===== config.mk =====
export PLATFORM = sky130hd
export DESIGN_NAME = mem_port_arbiter3
export DESIGN_NICKNAME = d
export VERILOG_FILES = /design/src/rtl/mem_port_arbiter3.sv
export SDC_FILE = /design/constraint.sdc
export NUM_CORES = 1
export LEC_CHECK = 0
export ABC_CLOCK_PERIOD_IN_PS = 4000
export CORE_ASPECT_RATIO = 1.25
export CORE_MARGIN = 1.5
export CORE_UTILIZATION = 41
export DETAILED_ROUTE_END_ITERATION = 10
export REMOVE_ABC_BUFFERS = 1
export SYNTH_ARGS = -nofsm -noshare
export SYNTH_HDL_FRONTEND = slang
export SYNTH_SLANG_ARGS = --single-unit

===== constraint.sdc =====
create_clock -name clk -period 4 [get_ports clk]
set_input_delay 0.4 -clock clk [delete_from_list [all_inputs] [get_ports clk]]
set_output_delay 0.4 -clock clk [all_outputs]
set_load 0.02 [all_outputs]

===== src/rtl/mem_port_arbiter3.sv =====
// Round-robin owner of the single memory port shared by fetch (0), LSU (1) and debug (2).
// One transaction in flight at a time, guarded by a cycle-count timeout.
module mem_port_arbiter3 #(
    parameter int unsigned TO_CYCLES = 255,
    parameter int unsigned CW        = $clog2(TO_CYCLES + 1)
) (
    input  logic       clk,
    input  logic       rst,
    input  logic [2:0] req,
    output logic [2:0] gnt,
    output logic [1:0] sel,
    output logic       mem_valid,
    input  logic       mem_ready,
    input  logic       mem_rvalid,
    output logic [2:0] rsp_valid,
    output logic       busy,
    output logic       timeout
);

    typedef enum logic [1:0] {StIdle, StIssue, StWaitRsp} state_e;

    localparam logic [CW-1:0] CntLast = CW'(TO_CYCLES - 1);

    state_e        state_q;
    logic [1:0]    ptr_q;
    logic [1:0]    idx_q;
    logic [2:0]    gnt_q;
    logic [CW-1:0] cnt_q;
    logic          timeout_q;

    logic [1:0] win_idx;
    logic [2:0] cand;
    logic       found;
    logic [1:0] ptr_nxt;
    logic       completion;
    logic       expire;

    // Scan ptr, ptr+1, ptr+2 (mod 3) and take the first requester found.
    always_comb begin
        win_idx = 2'd0;
        found   = 1'b0;
        cand    = 3'd0;
        for (int k = 0; k < 3; k++) begin
            cand = {1'b0, ptr_q} + 3'(k);
            if (cand >= 3'd3) begin
                cand = cand - 3'd3;
            end
            if (!found && req[cand[1:0]]) begin
                found   = 1'b1;
                win_idx = cand[1:0];
            end
        end
    end

    assign ptr_nxt = (idx_q == 2'd2) ? 2'd0 : idx_q + 2'd1;

    assign completion = ((state_q == StIssue) && mem_ready && mem_rvalid) ||
                        ((state_q == StWaitRsp) && mem_rvalid);

    // A completion on the last allowed cycle wins over the abort.
    assign expire = (state_q != StIdle) && !completion && (cnt_q == CntLast);

    always_ff @(posedge clk) begin
        if (rst) begin
            state_q   <= StIdle;
            ptr_q     <= 2'd0;
            idx_q     <= 2'd0;
            gnt_q     <= 3'b000;
            cnt_q     <= '0;
            timeout_q <= 1'b0;
        end else begin
            case (state_q)
                StIdle: begin
                    if (found) begin
                        state_q <= StIssue;
                        idx_q   <= win_idx;
                        gnt_q   <= 3'b001 << win_idx;
                        cnt_q   <= '0;
                    end
                end
                StIssue, StWaitRsp: begin
                    if (completion || expire) begin
                        state_q <= StIdle;
                        idx_q   <= 2'd0;
                        gnt_q   <= 3'b000;
                        ptr_q   <= ptr_nxt;
                        if (expire) begin
                            timeout_q <= 1'b1;
                        end
                    end else begin
                        cnt_q <= cnt_q + CW'(1);
                        if ((state_q == StIssue) && mem_ready) begin
                            state_q <= StWaitRsp;
                        end
                    end
                end
                default: state_q <= StIdle;
            endcase
        end
    end

    assign gnt       = gnt_q;
    assign sel       = idx_q;
    assign mem_valid = (state_q == StIssue);
    assign busy      = (state_q != StIdle);
    assign timeout   = timeout_q;
    assign rsp_valid = gnt_q & {3{completion}};

endmodule


Word-level counts from Yosys, hierarchy flattened. Cells that the tools add are included.

Output and inout port bits: 11. Flip-flop bits (word level): 18. ROM bits: 0. Memories: 0. Latch bits: 0. Bits in writable memories: 0.

Add/sub/neg operators: 7. Reductions and logical operators: 21. Equality and inequality tests: 8. Mux-type cells: 29. Shift operators: 1. Multiply operators: 0. Divide/modulo/power cells: 0. Order comparisons: 6. Bitwise gates (word level): 1.

Operators with widths (number): two-way mux 2 bit (12); two-way mux 8 bit (2); case mux 8 bit (2 select lines) (1); < comparator 2 x 3 -> 1 bit (second input constant) (3); AND reduction 3 bit (3); adder 8 x 1 -> 8 bit (second input constant) (1); == test 8 bit (second input constant) (1); case mux 2 bit (2 select lines) (2); logical AND 1 bit (7); binary-select mux 1 bit (select 2 bit) (3); greater-or-equal comparator 3 x 2 -> 1 bit (second input constant) (2); two-way mux 1 bit (6); two-way mux 3 bit (2); inequality test 2 bit (second input constant) (3); case mux 3 bit (2 select lines) (1); subtractor 2 bit (second input constant) (3); == test 2 bit (second input constant) (2); AND reduction 2 bit (2); nonzero test 2 bit (2); adder 2 x 1 -> 3 bit (second input constant) (1); adder 2 x 2 -> 3 bit (second input constant) (1); AND 3 bit (1); zero test 1 bit (3); inequality test 3 bit (second input constant) (1); other kinds (7) (8).

Depth between registers and ports, before layout.
Depth in word-level cells: 14. Depth in mapped cells: 8. Gate-level depth less buffers: 7.

Least setup slack after synthesis. Ideal clock, no wire load.

Kind: reg2reg. Start point: reg ptr_q[0]. End point: reg cnt_q[7]. Data arrival time: 1.965 ns. Path buffers: 1. Clock period less this slack: 2.080 ns. Stages on the path, launching flop included: 9. Slack: 1.920 ns. Required time: 3.885 ns. Path through: dfxtp_1 > inv_1 > ha_1 > and4bb_2 > a21oi_2 > a21oi_2 > buf_6 > o41a_1 > o21a_1.

Cells in the longest elaborated chain, start to end: 13. Elaborated cells on any way between the ends: 26. Classes of those cells: add/sub (5); order compare (3); eq/ne (1); mux (12); reduce/logical (5).

RTL lines: start, declared (RTL line 25) `logic [1:0] ptr_q;`; start signal, assigned (RTL line 86) `ptr_q <= ptr_nxt;`; parallel branches: the longest is 10 deep, another holds adder 2 x 1 -> 3 bit; two-way mux 1 bit (*) (RTL line 48) `if (!found && req[cand[1:0]]) begin`; inequality test 2 bit (no source line) (*); AND reduction 3 bit (no source line) (*); end signal, assigned (RTL line 91) `cnt_q <= cnt_q + CW'(1);`; end, declared (RTL line 28) `logic [CW-1:0] cnt_q;`.

Every way passes the cells marked *. The select of a mux whose other input is x is not followed. A chain may end at the register's enable or synchronous reset.

Worst setup path in the final report.
Start point: reg state_q[1]. End point: out rsp_valid[1].

Cells in the longest elaborated chain, start to end: 5. Elaborated cells on any way between the ends: 7. Classes of those cells: eq/ne (2); bitwise (1); reduce/logical (4).

RTL lines: start, declared (RTL line 24) `state_e state_q;`; start signal, assigned (RTL line 65) `state_q <= StIdle;`; start signal, assigned (RTL line 75) `state_q <= StIssue;`; start signal, assigned (RTL line 83) `state_q <= StIdle;`; == test 2 x 1 -> 1 bit (RTL line 57) `assign completion = ((state_q == StIssue) && mem_ready && mem_rvalid) ||`; logical AND 1 bit (2 in series) (RTL line 57); logical OR 1 bit (*) (RTL line 57); AND 3 bit (*) (RTL line 107) `assign rsp_valid = gnt_q & {3{completion}};`; end, declared (RTL line 15) `output logic [2:0] rsp_valid,`.

Mark *: on every way between the ends. The rest lies on a longest branch, timed or not.

==> impl_metrics.env <==
export IMPL_final_nets=173
export IMPL_slew_viol_final=0
export IMPL_worstHoldPathCells=2
export IMPL_fin_setup_tns_ns=0
export IMPL_synth_cell_types=45
export IMPL_setup_slack_ns=1.515
export IMPL_dieWidth_um=50.91
export IMPL_cts_root_buffer="clkbuf_4"
export IMPL_ys_seq_area_frac=0.3064
export IMPL_routed_wl_um=2670
export IMPL_clk_latency_ns=0.30
export IMPL_cp_arrival_ns=2.08
export IMPL_swShare=0.4134
export IMPL_max_stage_delay_ns=0.53
export IMPL_cp_slowest_cell="clkdlybuf4s50_1"
export IMPL_hold_end="timeout"
export IMPL_required_ns=3.60
export IMPL_reg2reg_depth=7
export IMPL_crit_type="flip-flop to output pin"
export IMPL_track_usage=0.1812
export IMPL_final_common_cell="dfxtp_1"
export IMPL_dr_pass1_iters=4
export IMPL_timing_final_setup_violations=0
export IMPL_ir_drop_mv=0.3275
export IMPL_ant_nets=0
export IMPL_fmax_mhz=402.5
export IMPL_hpwl_um=2058
export IMPL_r2r_setup_slack_ns=1.71
export IMPL_grt_start_max_net_pins=14
export IMPL_ctsResizeCount=0
export IMPL_numClockSinks=18
export IMPL_synth_avg_cell_area_um2=8.523
export IMPL_place_ws_ns=1.627
export IMPL_boundaryPins=18
export IMPL_cp_buffers_inverters=2
export IMPL_grt_pass1_vias=1032
export IMPL_clk_path_buf_depth=2
export IMPL_power_density_nw_per_um2=424.7
export IMPL_dieArea_um2=3201
export IMPL_skew_ns=0.01092
export IMPL_syn_instance_count=138
export IMPL_yosysWarnings=0
export IMPL_async_flop_share=0
export IMPL_start_util=0.4346
export IMPL_power_leakage_uw=0.0005219
export IMPL_hold_class="flip-flop to flip-flop"
export IMPL_cp_end_kind="output pin"
export IMPL_synth_area_um2=1176
export IMPL_die_y_um=62.88
export IMPL_grt_overflow_total=0
export IMPL_grt_pass1_wl_um=4526
export IMPL_p_sw_uw=244.3
export IMPL_drive_gt1_frac=0.05806
export IMPL_core_area_um2=2706
export IMPL_wl_per_cell_um=14.13
export IMPL_drv_cap=0
export IMPL_drcViolationCount=0
export IMPL_final_cell_mix="dfxtp_1 (18), clkdlybuf4s50_1 (17), inv_1 (14), a21oi_1 (12), nand2_1 (10)"
export IMPL_rows=21
export IMPL_worstHoldStart="timeout"
export IMPL_via_count=1071
export IMPL_p_int_uw=346.6
export IMPL_port_buffers=17
export IMPL_postCtsHoldBufs=0
export IMPL_cts_tree="done"
export IMPL_crit_chain="inv_1, ha_1, a21oi_1, nor2_1, and2_1, clkdlybuf4s50_1"
export IMPL_postCtsSetupBuffers=0
export IMPL_startpoint="state_q[1]"
export IMPL_outcome="completed"
export IMPL_power_share_sequential=0.373
export IMPL_final_period_utilization=0.6211
export IMPL_cts_buffers_inserted=3
export IMPL_clkPwrFrac=0.154
export IMPL_rr_endpoint="cnt_q[1]"
export IMPL_placedCellCount=186
export IMPL_crit_path_start_kind="flip-flop"
export IMPL_globalplace_congestion=0.7671
export IMPL_viasPerCell=5.667
export IMPL_r2r_start="ptr_q[0]"
export IMPL_synth_edff_count=0
export IMPL_rsz0062_at_grt="false"
export IMPL_area_growth_syn_to_layout_pct=18.30
export IMPL_antenna_found_initial=0
export IMPL_clk_pin_slew_worst_paths_ns=0.11
export IMPL_finalHoldViolations=0
export IMPL_antenna_cells=0
export IMPL_slew_headroom=0.6441
export IMPL_dominantRegCellSynth="dfxtp_1"
export IMPL_ys_ff_latch=18
export IMPL_htree_levels=1
export IMPL_p_comb_frac=0.473
export IMPL_crit_family="buffers and inverters"
export IMPL_cp_max_fo=4
export IMPL_fin_crit_ns=2.485
export IMPL_drt_iter0_markers=32
export IMPL_instances_no_fill=189
export IMPL_worst_slew_pin_slew_ns=0.5322
## area by class of cell
cell class | instances | area, um2
well taps | 34 | 42.54
multi-input cells | 103 | 743.2
flip-flops and latches | 18 | 360.3
repair buffers | 17 | 170.2
fillers | 266 | 1315
inverters | 14 | 52.55
clock buffers | 3 | 22.52
## state kept, by name (all words and copies together), names as in the netlist
signal,cells
ptr_q,2
state_q,2
cnt_q,8
timeout,1
gnt,3
sel,2
## tightest hold or removal path, cell delays in order (launching register included)
cell     delay [ns]
dfxtp_1        0.32
inv_1          0.05
a21oi_1        0.05
## worst max-delay path by stage
stage / slack (ns) / cells past startpoint / endpoint
finish: 1.52 / 6 / rsp_valid[1]
global route: 1.35 / 6 / rsp_valid[2]
floorplan: 1.98 / 7 / cnt_q[2]
CTS: 1.51 / 6 / rsp_valid[1]
global placement: 1.67 / 6 / cnt_q[6]
detailed placement: 1.63 / 6 / state_q[1]
## layer usage
layer  track usage  wire length (um)
met1        0.2296              1288
met2        0.3003              1219
met3       0.01435                79
met4       0.09122                82
met5             0                 0
## metrics by stage
step / utilization / hold slack (ns) / power, uW / cell area (um2)
5_1_grt: 0.5141 / 0.4819 / 636.6 / 1391
2_1_floorplan: - / 0.4425 / 409.0 / 1156
3_3_place_gp: 0.5058 / 0.4397 / 496.2 / 1369
4_1_cts: 0.5141 / 0.4561 / 594.0 / 1391
6_report: 0.5141 / 0.4505 / 590.9 / 1391
3_5_place_dp: 0.5058 / 0.4410 / 501.9 / 1369
## power by group through the flow
stage	Combinational [uW]	Sequential (uW)	Clock [uW]
global route	309	225	103
CTS	279	221	94.1
global placement	273	223	0
finish	280	221	90.8
detailed placement	277	225	0
floorplan	177	232	0
## cell usage after synthesis (all sizes together) (3+ instances only)
master / number / share of area
nor2: 8 / 0.026
or3: 3 / 0.016
and2: 4 / 0.021
a21oi: 14 / 0.066
inv: 14 / 0.045
nand2b: 3 / 0.016
dfxtp: 18 / 0.31
a211oi: 3 / 0.019
nand2: 10 / 0.032
a21o: 7 / 0.045
or4: 3 / 0.019
o21ai: 5 / 0.024
ha: 9 / 0.096
## cell families after synthesis
kind of cell | synth area share
mux | 0.008511
flops | 0.3064
compound gates | 0.2862
buf+inv | 0.06169
simple gates | 0.2330
fa+ha+maj | 0.1043
Note: power is estimated with default switching activity, not from simulation.
